===== config.mk =====
export PLATFORM = sky130hd
export DESIGN_NAME = ppu_line_streamer
export DESIGN_NICKNAME = d
export VERILOG_FILES = /design/src/rtl/ppu_line_streamer.sv
export SDC_FILE = /design/constraint.sdc
export NUM_CORES = 2
export LEC_CHECK = 0
export ABC_AREA = 1
export CORE_MARGIN = 2
export CORE_UTILIZATION = 40
export CTS_CLUSTER_DIAMETER = 200
export CTS_CLUSTER_SIZE = 28
export DETAILED_ROUTE_END_ITERATION = 8
export HOLD_SLACK_MARGIN = 0.1
export PLACE_DENSITY = 0.54
export SYNTH_ARGS = -nofsm -noshare
export SYNTH_HDL_FRONTEND = slang
export SYNTH_SLANG_ARGS = --single-unit

===== constraint.sdc =====
create_clock -name clk_ppu -period 5.7 [get_ports clk_ppu]
set_clock_uncertainty 0.05 [all_clocks]
set_input_delay 1.14 -clock clk_ppu [delete_from_list [all_inputs] [get_ports clk_ppu]]
set_output_delay 1.14 -clock clk_ppu [all_outputs]
set_load 0.05 [all_outputs]

===== src/rtl/ppu_line_streamer.sv =====
// rtl/ppu_line_streamer.sv - PPU scanline capture into ping-pong buffers, streamed out as valid/ready pixels
//
// Ports:
//   clk_ppu        PPU clock; the only clock domain
//   resetn         synchronous reset, active-low
//   video          6-bit palette index for the current PPU pixel
//   scanline       PPU scanline 0-261 (visible 0-239)
//   cycle          PPU cycle 0-340 (pixel x = cycle-1 for cycles 1-256)
//   out_valid      pixel available
//   out_ready      consumer accepts pixel
//   out_data       RGB565 pixel, or zero-extended index when the palette is compiled out
//   out_x, out_y   pixel column / row
//   out_sol        high with x=0 of each line
//   out_sof        high with x=0, y=0
//   overflow       sticky, a captured line was dropped
//   lines_dropped  saturating count of dropped lines
//
// Build option: PPU_STREAM_PALETTE_EN enables the 64-entry NES palette ROM.

module ppu_line_streamer (
   input  logic        clk_ppu,
   input  logic        resetn,
   input  logic [5:0]  video,
   input  logic [8:0]  scanline,
   input  logic [8:0]  cycle,
   output logic        out_valid,
   input  logic        out_ready,
   output logic [15:0] out_data,
   output logic [7:0]  out_x,
   output logic [7:0]  out_y,
   output logic        out_sol,
   output logic        out_sof,
   output logic        overflow,
   output logic [7:0]  lines_dropped
);

   typedef enum logic [1:0] {W_WAIT, W_CAPTURE, W_COMMIT} wr_state_t;
   typedef enum logic       {R_IDLE, R_STREAM} rd_state_t;

   wr_state_t   wr_state, wr_state_n;
   rd_state_t   rd_state, rd_state_n;

   logic        wr_bank;
   logic        rd_bank;
   logic [1:0]  full;
   logic [1:0]  full_n;
   logic [7:0]  row_tag [0:1];

   // Both banks share one array; the bank select is the address MSB.
   logic [5:0]  line_ram [0:511];

   logic [8:0]  rd_cnt;       // pixels issued from the current read bank, 0-256
   logic        s1_valid;
   logic [5:0]  s1_idx;
   logic [7:0]  s1_x;
   logic [7:0]  s1_y;
   logic [15:0] s1_pix;

   logic        ram_we;
   logic [7:0]  wr_addr;
   logic        advance;
   logic        line_done;
   logic        commit;
   logic        wr_free;
   logic        commit_ok;
   logic        drop;
   logic        rd_issue;

   always_comb begin
      ram_we    = (wr_state == W_CAPTURE) && (cycle >= 9'd1) && (cycle <= 9'd256);
      // cycle 256 wraps to 0 in 8 bits, so the subtraction still yields 255
      wr_addr   = cycle[7:0] - 8'd1;
      advance   = !out_valid || out_ready;
      line_done = (rd_state == R_STREAM) && out_valid && out_ready && (out_x == 8'd255);
      commit    = (wr_state == W_COMMIT);
      // A bank released by the reader on this same edge is already free for the commit.
      wr_free   = !full[wr_bank] || (line_done && (rd_bank == wr_bank));
      commit_ok = commit && wr_free;
      drop      = commit && !wr_free;
      rd_issue  = advance && !rd_cnt[8] && ((rd_state == R_STREAM) || full[rd_bank]);
   end

   always_comb begin
      wr_state_n = wr_state;
      case (wr_state)
         W_WAIT: begin
            if ((cycle == 9'd0) && (scanline <= 9'd239)) wr_state_n = W_CAPTURE;
         end
         W_CAPTURE: begin
            if (cycle == 9'd257)     wr_state_n = W_COMMIT;
            else if (cycle > 9'd257) wr_state_n = W_WAIT;  // timing jumped, abandon line
         end
         W_COMMIT: wr_state_n = W_WAIT;
         default:  wr_state_n = W_WAIT;
      endcase
   end

   always_comb begin
      rd_state_n = rd_state;
      case (rd_state)
         R_IDLE:   if (rd_issue)  rd_state_n = R_STREAM;
         R_STREAM: if (line_done) rd_state_n = R_IDLE;
         default:  rd_state_n = R_IDLE;
      endcase
   end

   // Release is applied first so a commit into the just-freed bank wins.
   always_comb begin
      full_n = full;
      if (line_done) full_n[rd_bank] = 1'b0;
      if (commit_ok) full_n[wr_bank] = 1'b1;
   end

`ifdef PPU_STREAM_PALETTE_EN
   function automatic logic [15:0] pk(input logic [7:0] r, input logic [7:0] g, input logic [7:0] b);
      pk = ((16'(r) >> 3) << 11) | ((16'(g) >> 2) << 5) | (16'(b) >> 3);
   endfunction

   always_comb begin
      s1_pix = 16'h0000;
      case (s1_idx)
         6'h00: s1_pix = pk(8'd84,  8'd84,  8'd84);
         6'h01: s1_pix = pk(8'd0,   8'd30,  8'd116);
         6'h02: s1_pix = pk(8'd8,   8'd16,  8'd144);
         6'h03: s1_pix = pk(8'd48,  8'd0,   8'd136);
         6'h04: s1_pix = pk(8'd68,  8'd0,   8'd100);
         6'h05: s1_pix = pk(8'd92,  8'd0,   8'd48);
         6'h06: s1_pix = pk(8'd84,  8'd4,   8'd0);
         6'h07: s1_pix = pk(8'd60,  8'd24,  8'd0);
         6'h08: s1_pix = pk(8'd32,  8'd42,  8'd0);
         6'h09: s1_pix = pk(8'd8,   8'd58,  8'd0);
         6'h0A: s1_pix = pk(8'd0,   8'd64,  8'd0);
         6'h0B: s1_pix = pk(8'd0,   8'd60,  8'd0);
         6'h0C: s1_pix = pk(8'd0,   8'd50,  8'd60);
         6'h10: s1_pix = pk(8'd152, 8'd150, 8'd152);
         6'h11: s1_pix = pk(8'd8,   8'd76,  8'd196);
         6'h12: s1_pix = pk(8'd48,  8'd50,  8'd236);
         6'h13: s1_pix = pk(8'd92,  8'd30,  8'd228);
         6'h14: s1_pix = pk(8'd136, 8'd20,  8'd176);
         6'h15: s1_pix = pk(8'd160, 8'd20,  8'd100);
         6'h16: s1_pix = pk(8'd152, 8'd34,  8'd32);
         6'h17: s1_pix = pk(8'd120, 8'd60,  8'd0);
         6'h18: s1_pix = pk(8'd84,  8'd90,  8'd0);
         6'h19: s1_pix = pk(8'd40,  8'd114, 8'd0);
         6'h1A: s1_pix = pk(8'd8,   8'd124, 8'd0);
         6'h1B: s1_pix = pk(8'd0,   8'd118, 8'd40);
         6'h1C: s1_pix = pk(8'd0,   8'd102, 8'd120);
         6'h20: s1_pix = pk(8'd236, 8'd238, 8'd236);
         6'h21: s1_pix = pk(8'd76,  8'd154, 8'd236);
         6'h22: s1_pix = pk(8'd120, 8'd124, 8'd236);
         6'h23: s1_pix = pk(8'd176, 8'd98,  8'd236);
         6'h24: s1_pix = pk(8'd228, 8'd84,  8'd236);
         6'h25: s1_pix = pk(8'd236, 8'd88,  8'd180);
         6'h26: s1_pix = pk(8'd236, 8'd106, 8'd100);
         6'h27: s1_pix = pk(8'd212, 8'd136, 8'd32);
         6'h28: s1_pix = pk(8'd160, 8'd170, 8'd0);
         6'h29: s1_pix = pk(8'd116, 8'd196, 8'd0);
         6'h2A: s1_pix = pk(8'd76,  8'd208, 8'd32);
         6'h2B: s1_pix = pk(8'd56,  8'd204, 8'd108);
         6'h2C: s1_pix = pk(8'd56,  8'd180, 8'd204);
         6'h2D: s1_pix = pk(8'd60,  8'd60,  8'd60);
         6'h30: s1_pix = pk(8'd236, 8'd238, 8'd236);
         6'h31: s1_pix = pk(8'd168, 8'd204, 8'd236);
         6'h32: s1_pix = pk(8'd188, 8'd188, 8'd236);
         6'h33: s1_pix = pk(8'd212, 8'd178, 8'd236);
         6'h34: s1_pix = pk(8'd236, 8'd174, 8'd236);
         6'h35: s1_pix = pk(8'd236, 8'd174, 8'd212);
         6'h36: s1_pix = pk(8'd236, 8'd180, 8'd176);
         6'h37: s1_pix = pk(8'd228, 8'd196, 8'd144);
         6'h38: s1_pix = pk(8'd204, 8'd210, 8'd120);
         6'h39: s1_pix = pk(8'd180, 8'd222, 8'd120);
         6'h3A: s1_pix = pk(8'd168, 8'd226, 8'd144);
         6'h3B: s1_pix = pk(8'd152, 8'd226, 8'd180);
         6'h3C: s1_pix = pk(8'd160, 8'd214, 8'd228);
         6'h3D: s1_pix = pk(8'd160, 8'd162, 8'd160);
         default: s1_pix = 16'h0000;   // the black entries
      endcase
   end
`else
   always_comb begin
      s1_pix = {10'b0, s1_idx};
   end
`endif

   always_ff @(posedge clk_ppu) begin
      if (ram_we)   line_ram[{wr_bank, wr_addr}] <= video;
      if (rd_issue) s1_idx <= line_ram[{rd_bank, rd_cnt[7:0]}];
   end

   always_ff @(posedge clk_ppu) begin
      if (!resetn) begin
         wr_state      <= W_WAIT;
         rd_state      <= R_IDLE;
         wr_bank       <= 1'b0;
         rd_bank       <= 1'b0;
         full          <= 2'b00;
         row_tag[0]    <= 8'd0;
         row_tag[1]    <= 8'd0;
         rd_cnt        <= 9'd0;
         s1_valid      <= 1'b0;
         s1_x          <= 8'd0;
         s1_y          <= 8'd0;
         out_valid     <= 1'b0;
         out_data      <= 16'h0000;
         out_x         <= 8'd0;
         out_y         <= 8'd0;
         out_sol       <= 1'b0;
         out_sof       <= 1'b0;
         overflow      <= 1'b0;
         lines_dropped <= 8'd0;
      end else begin
         wr_state <= wr_state_n;
         rd_state <= rd_state_n;
         full     <= full_n;

         if (commit_ok) begin
            row_tag[wr_bank] <= scanline[7:0];
            wr_bank          <= !wr_bank;
         end
         if (drop) begin
            overflow <= 1'b1;
            if (lines_dropped != 8'hFF) lines_dropped <= lines_dropped + 8'd1;
         end

         if (line_done) begin
            rd_bank <= !rd_bank;
            rd_cnt  <= 9'd0;
         end else if (rd_issue) begin
            rd_cnt  <= rd_cnt + 9'd1;
         end

         // Both stages move together so a stalled output freezes the whole pipe.
         if (advance) begin
            out_valid <= s1_valid;
            out_data  <= s1_pix;
            out_x     <= s1_x;
            out_y     <= s1_y;
            out_sol   <= (s1_x == 8'd0);
            out_sof   <= (s1_x == 8'd0) && (s1_y == 8'd0);
            s1_valid  <= rd_issue;
            if (rd_issue) begin
               s1_x <= rd_cnt[7:0];
               s1_y <= row_tag[rd_bank];
            end
         end
      end
   end

endmodule


# After elaboration in Yosys (flattened, before gate mapping)
# Memories as Yosys holds them, arrays and structs flattened. A register that Yosys moved wholly into a read port is not among the register bits.
# Index checks and enable logic that the tools add are counted.
[totals]
regBits = 59
mem_bits_rw = 3088
input_bits = 27
out_inout_bits = 44
elab_cells = 101
memories = 2
[memory_table]
columns = ["memory", "words", "word_bits", "rd", "rd_ports_with_merged_regs", "wr", "line_no", "rtl"]
rows = [
  ["line_ram", 512, 6, 1, 1, 1, "50", "logic [5:0] line_ram [0:511];"],
  ["row_tag", 2, 8, 1, 1, 2, "47", "logic [7:0] row_tag [0:1];"],
]
[classes]
addsub = 3
order_cmp = 8
eq_ne = 8
n_mux = 26
n_bitwise = 5
reduce_logical = 33
[ops]
columns = ["cell", "count"]
rows = [
  ["$logic_not 8->1", 2],
  ["$mux 1", 16],
  ["$logic_and 1x1->1", 14],
  ["$mux 2", 5],
  ["$add 9x1->9 const B", 1],
  ["$eq 9x9->1 const B", 1],
  ["$ge 9x1->1 const B", 1],
  ["$gt 9x9->1 const B", 1],
  ["$le 9x8->1 const B", 1],
  ["$le 9x9->1 const B", 1],
  ["$logic_not 9->1", 1],
  ["$add 8x1->8 const B", 1],
  ["$eq 8x8->1 const B", 1],
  ["$mux 8", 1],
  ["$ne 8x8->1 const B", 1],
  ["$reduce_or 8->1", 1],
  ["$sub 8x1->8 const B", 1],
  ["$logic_not 1->1", 7],
  ["$reduce_and 2->1", 3],
  ["$lt 1x2->1 const B", 2],
  ["$pmux 2 s2", 1],
  ["$logic_or 1x1->1", 3],
  ["$ne 3x1->1 const B", 1],
  ["$and 2x2->2", 1],
  ["12 further kinds", 15],
]

# Logic depth before layout (Yosys ltp)
[logic_depth]
ltp_word = 11
mapped_depth = 21
ltp_nobuf = 17

# Least setup slack after synthesis
# Ideal clock, no wire load.
[synth_path]
kind = "input-to-reg"
startpoint = "input port cycle[1]"
endpoint = "memory line_ram[150][0], enable pin"
setup_time_ns = 0.350
arrival_time_ns = 2.833
required_ns = 5.300
setup_slack_ns = 2.468
stages = 10
path_buffers = 1
path_cell_list = "nor2_2 > inv_1 > nor2_1 > inv_1 > o21ai_1 > nand2_1 > nor2_2 > nand2_1 > clkbuf_1 > nor2_1"
[synth_via]
elab_chain_cells = 5
elab_cells_between_ends = 7
[synth_lines]
columns = ["element", "line_no", "rtl"]
rows = [
  ["start, declared", "25", "input logic [8:0] cycle,"],
  ["$ge 9x1->1", "70", "ram_we = (wr_state == W_CAPTURE) && (cycle >= 9'd1) && (cycle <= 9'd256);"],
  ["$logic_and 1x1->1 (2 in series)", "70", ""],
  ["$mux 1", "186", "if (ram_we) line_ram[{wr_bank, wr_addr}] <= video;"],
  ["$mux 1 (implied by the code)", "186", ""],
  ["end, declared", "50", ""],
]
# Several ways; a longest one is shown, not always the timed one.

# Worst setup path after layout
[layout_path]
startpoint = "input port cycle[3]"
endpoint = "memory line_ram[259][2], enable pin"
# Same word-level chain as after synthesis.

==> results.toml <==
[logic_synthesis]
netlist_area_um2 = 133000
synth-edff-count = 3094
netlist_top_cells_count = "nand2_1 (3,405), edfxtp_1 (3,094), nor2_1 (2,053)"
synth_cell_types = 36
synth_seq_cells = 3161
synth_top_area_share_pct = 69.9
ys_seq_area_share_pct = 70.9
synth.largest_area_cell = "edfxtp_1"
yosysMostFrequentCell = "nand2_1"
avgSynthCellArea_um2 = 10.6
synth-async-reset-ratio_pct = 0
ys_top_cells_by_area = "edfxtp_1 (70%), nand2_1 (9.6%), nor2_1 (5.8%)"
ys_warn_count = 0
syn_inst = 12500
ys.flop_type = "edfxtp_1"

[sta]
timing.final.ws_setup_ps = 1430
slew_headroom_pct = 24.9
period_share_pct = 75.0
whs_ps = 424
fmax_mhz = 234
hold_viol_final = 0
finalCriticalPeriod_ps = 4270
rsz0062_at_grt = "false"
finalSetupViolCount = 0
fin_setup_tns_ps = 0
tightest_slew_ps = 1120
slew_violations = 0

[run]
cap_violations = 0

[floorplanning]
die_y_um = 581
dieArea_um2 = 337000
die_x_um = 581
row_count = 211
ios = 71
start_util_pct = 40.2
core_area_um2 = 331000

[detailed_routing]
post_drt_wl_per_cell_um = 23.4
final_antenna_net_count = 0
post_drt_via_cell_ratio = 5.35
vias = 88400
routed_wl_mm = 387
dr.pass1.iters = 8
drc = 0
drt_iter0_drc = 9802

[placement]
dpl_cell_area_um2 = 138000
dpl.cell_count = 16400
dpl.hpwl_mm = 228
finalWeightedCongestion = 0.893
place_ws_ps = 544
io_buffers = 60

[run_status]
status = "complete, no violations"

[final_layout]
final_cells = 16500
final_area_um2 = 142000
drive_above_1_share_pct = 3.96
syn_to_final_growth_pct = 6.75
layout.nets = 12200

[global_route]
grt_pass1_vias = 86800
grt_pass1_wl_mm = 564
overflow = 0
grt_usage_pct = 22.4
antenna_found_initial = 9
grt_max_degree = 228

[clocking]
insertion_delay_ps = 850
cts_buffers = 138
cts_tree = "done"
cts_setup_buffers = 0
cts_resized = 0
clock-sinks = 3161
hold_buffers = 0
cts-root-buf = "clkbuf_16"
clkTransAtPathRegs_ps = 110
cts_buffer_depth = 4
cts_max_level = 4

[critical_path]
crit_path_start_kind = "input pin"
crit_slowest_cell = "xor2_1"
critPathKind = "input pin to register"
cp_max_fo = 16
r2r_cells = 14
startpoint = "cycle[3]"
crit_required_ps = 6150
arrival_ps = 4720
critPathCaptureType = "register"
reg2reg_from = "rd_cnt[0]"
path_cells = "clkdlybuf4s50_1 > nor2_2 > nand3_2 > xor2_1 > nand3_1 > inv_1 > nand2_1 > nor2_1"
r2r_slack_ps = 1620
critPathMaxStageDelay_ps = 860
reg2reg_to = "s1_idx[2]"
crit_end = "line_ram[259][2]"

[power_and_ir_drop]
p_per_area_nw_per_um2 = 286
power_leakage_nw = 51.6
vdd_drop_max_mv = 0.227

[min_path]
hold_path.class = "register to register"
hold_start = "s1_valid"
worst max-delay path: cells and delay by family:
family | cells | cell delay [ps]
xor gates and xnor gates | 1 | 860
buffers and inverters | 2 | 810
and+or+nand+nor | 5 | 1900
registers in the layout (all words and copies together), names as in the netlist:
name / count
wr_state: 2
rd_bank: 1
overflow: 1
s1_idx: 6
line_ram: 3072
s1_valid: 1
out_sol: 1
out_sof: 1
s1_x: 8
s1_y: 8
row_tag: 16
out_y: 8
out_valid: 1
rd_cnt: 9
out_data: 6
lines_dropped: 8
full: 2
wr_bank: 1
rd_state: 1
out_x: 8
where the power goes:
group	leakage [nW]	switching [mW]	internal, mW
clock	1.77	6.82	4.52
sequential	28.4	0.0514	25.5
combinational	21.5	2.72	0.917
total	51.6	9.60	30.9
worst min-delay path by stage:
stage,endpoint,slack (ps),cells after the start
6_report,s1_valid,420,2
5_1_grt,overflow,460,2
4_1_cts,s1_valid,430,2
3_5_place_dp,s1_valid,410,2
3_3_place_gp,overflow,400,2
2_1_floorplan,s1_x[6],380,2
through the flow:
stage          total power [mW]  util [%]
2_1_floorplan              28.3         -
3_5_place_dp               29.7      41.8
4_1_cts                    40.8      42.9
3_3_place_gp               29.7      41.8
6_report                   40.5      42.9
5_1_grt                    41.9      42.9
routing by layer:
layer / routed length (um) / up-vias / GRT usage (%)
met4: 13000 / 0 / 6.89
li1: - / 40800 / -
met3: 26400 / 492 / 2.83
met2: 181000 / 3296 / 36.7
met5: 0 / - / 0
met1: 166000 / 43900 / 31.0
final cells by class:
| class | count | area, um^2 |
|---|---|---|
| Sequential cell | 3161 | 94300 |
| Inverter | 796 | 3040 |
| Timing Repair Buffer | 263 | 3010 |
| Multi-Input combinational cell | 7780 | 32500 |
| Tap cell | 4366 | 5460 |
| Antenna cell | 1 | 2.50 |
| Fill cell | 31100 | 189000 |
| Clock buffer | 155 | 3580 |
| Clock inverter | 3 | 22.5 |
cell families (layout without fill, tap and decap cells):
group / Yosys count / after routing / synth area share (%)
adders and majority gates: 2 / 2 / 0.0188
and+or+nand+nor: 6832 / 6832 / 20.7
buffers and inverters: 1560 / 1217 / 4.76
other: 1 / 11 / 0.00282
AOI/OAI and AO/OA: 926 / 926 / 3.55
DFF: 3161 / 3161 / 70.9
xor gates and xnor gates: 10 / 10 / 0.0659
placed cells by master (no fill, tap or decap), types with 2 or more instances in the layout:
| master | instances |
|---|---|
| nand3_4 | 2 |
| dfxtp_1 | 62 |
| nor3b_1 | 2 |
| or2_2 | 86 |
| nor4_1 | 8 |
| a21oi_1 | 205 |
| inv_8 | 4 |
| nor2_1 | 2051 |
| clkbuf_1 | 14 |
| nand3_1 | 1235 |
| nand2_4 | 14 |
| edfxtp_1 | 3094 |
| inv_1 | 785 |
| buf_4 | 135 |
| inv_2 | 2 |
| o211ai_1 | 24 |
| ha_1 | 2 |
| o21ai_0 | 684 |
| dfxtp_4 | 4 |
| nand4_1 | 8 |
| a31oi_1 | 8 |
| conb_1 | 10 |
| clkbuf_16 | 141 |
| xor2_1 | 7 |
| buf_8 | 6 |
| clkinv_1 | 2 |
| xnor2_1 | 3 |
| inv_6 | 3 |
| buf_12 | 68 |
| and3_1 | 8 |
| clkdlybuf4s50_1 | 54 |
| nor3_1 | 15 |
| nor3_2 | 5 |
| nor2_2 | 4 |
| nand2_1 | 3391 |
(Power assumes the default switching activity.)
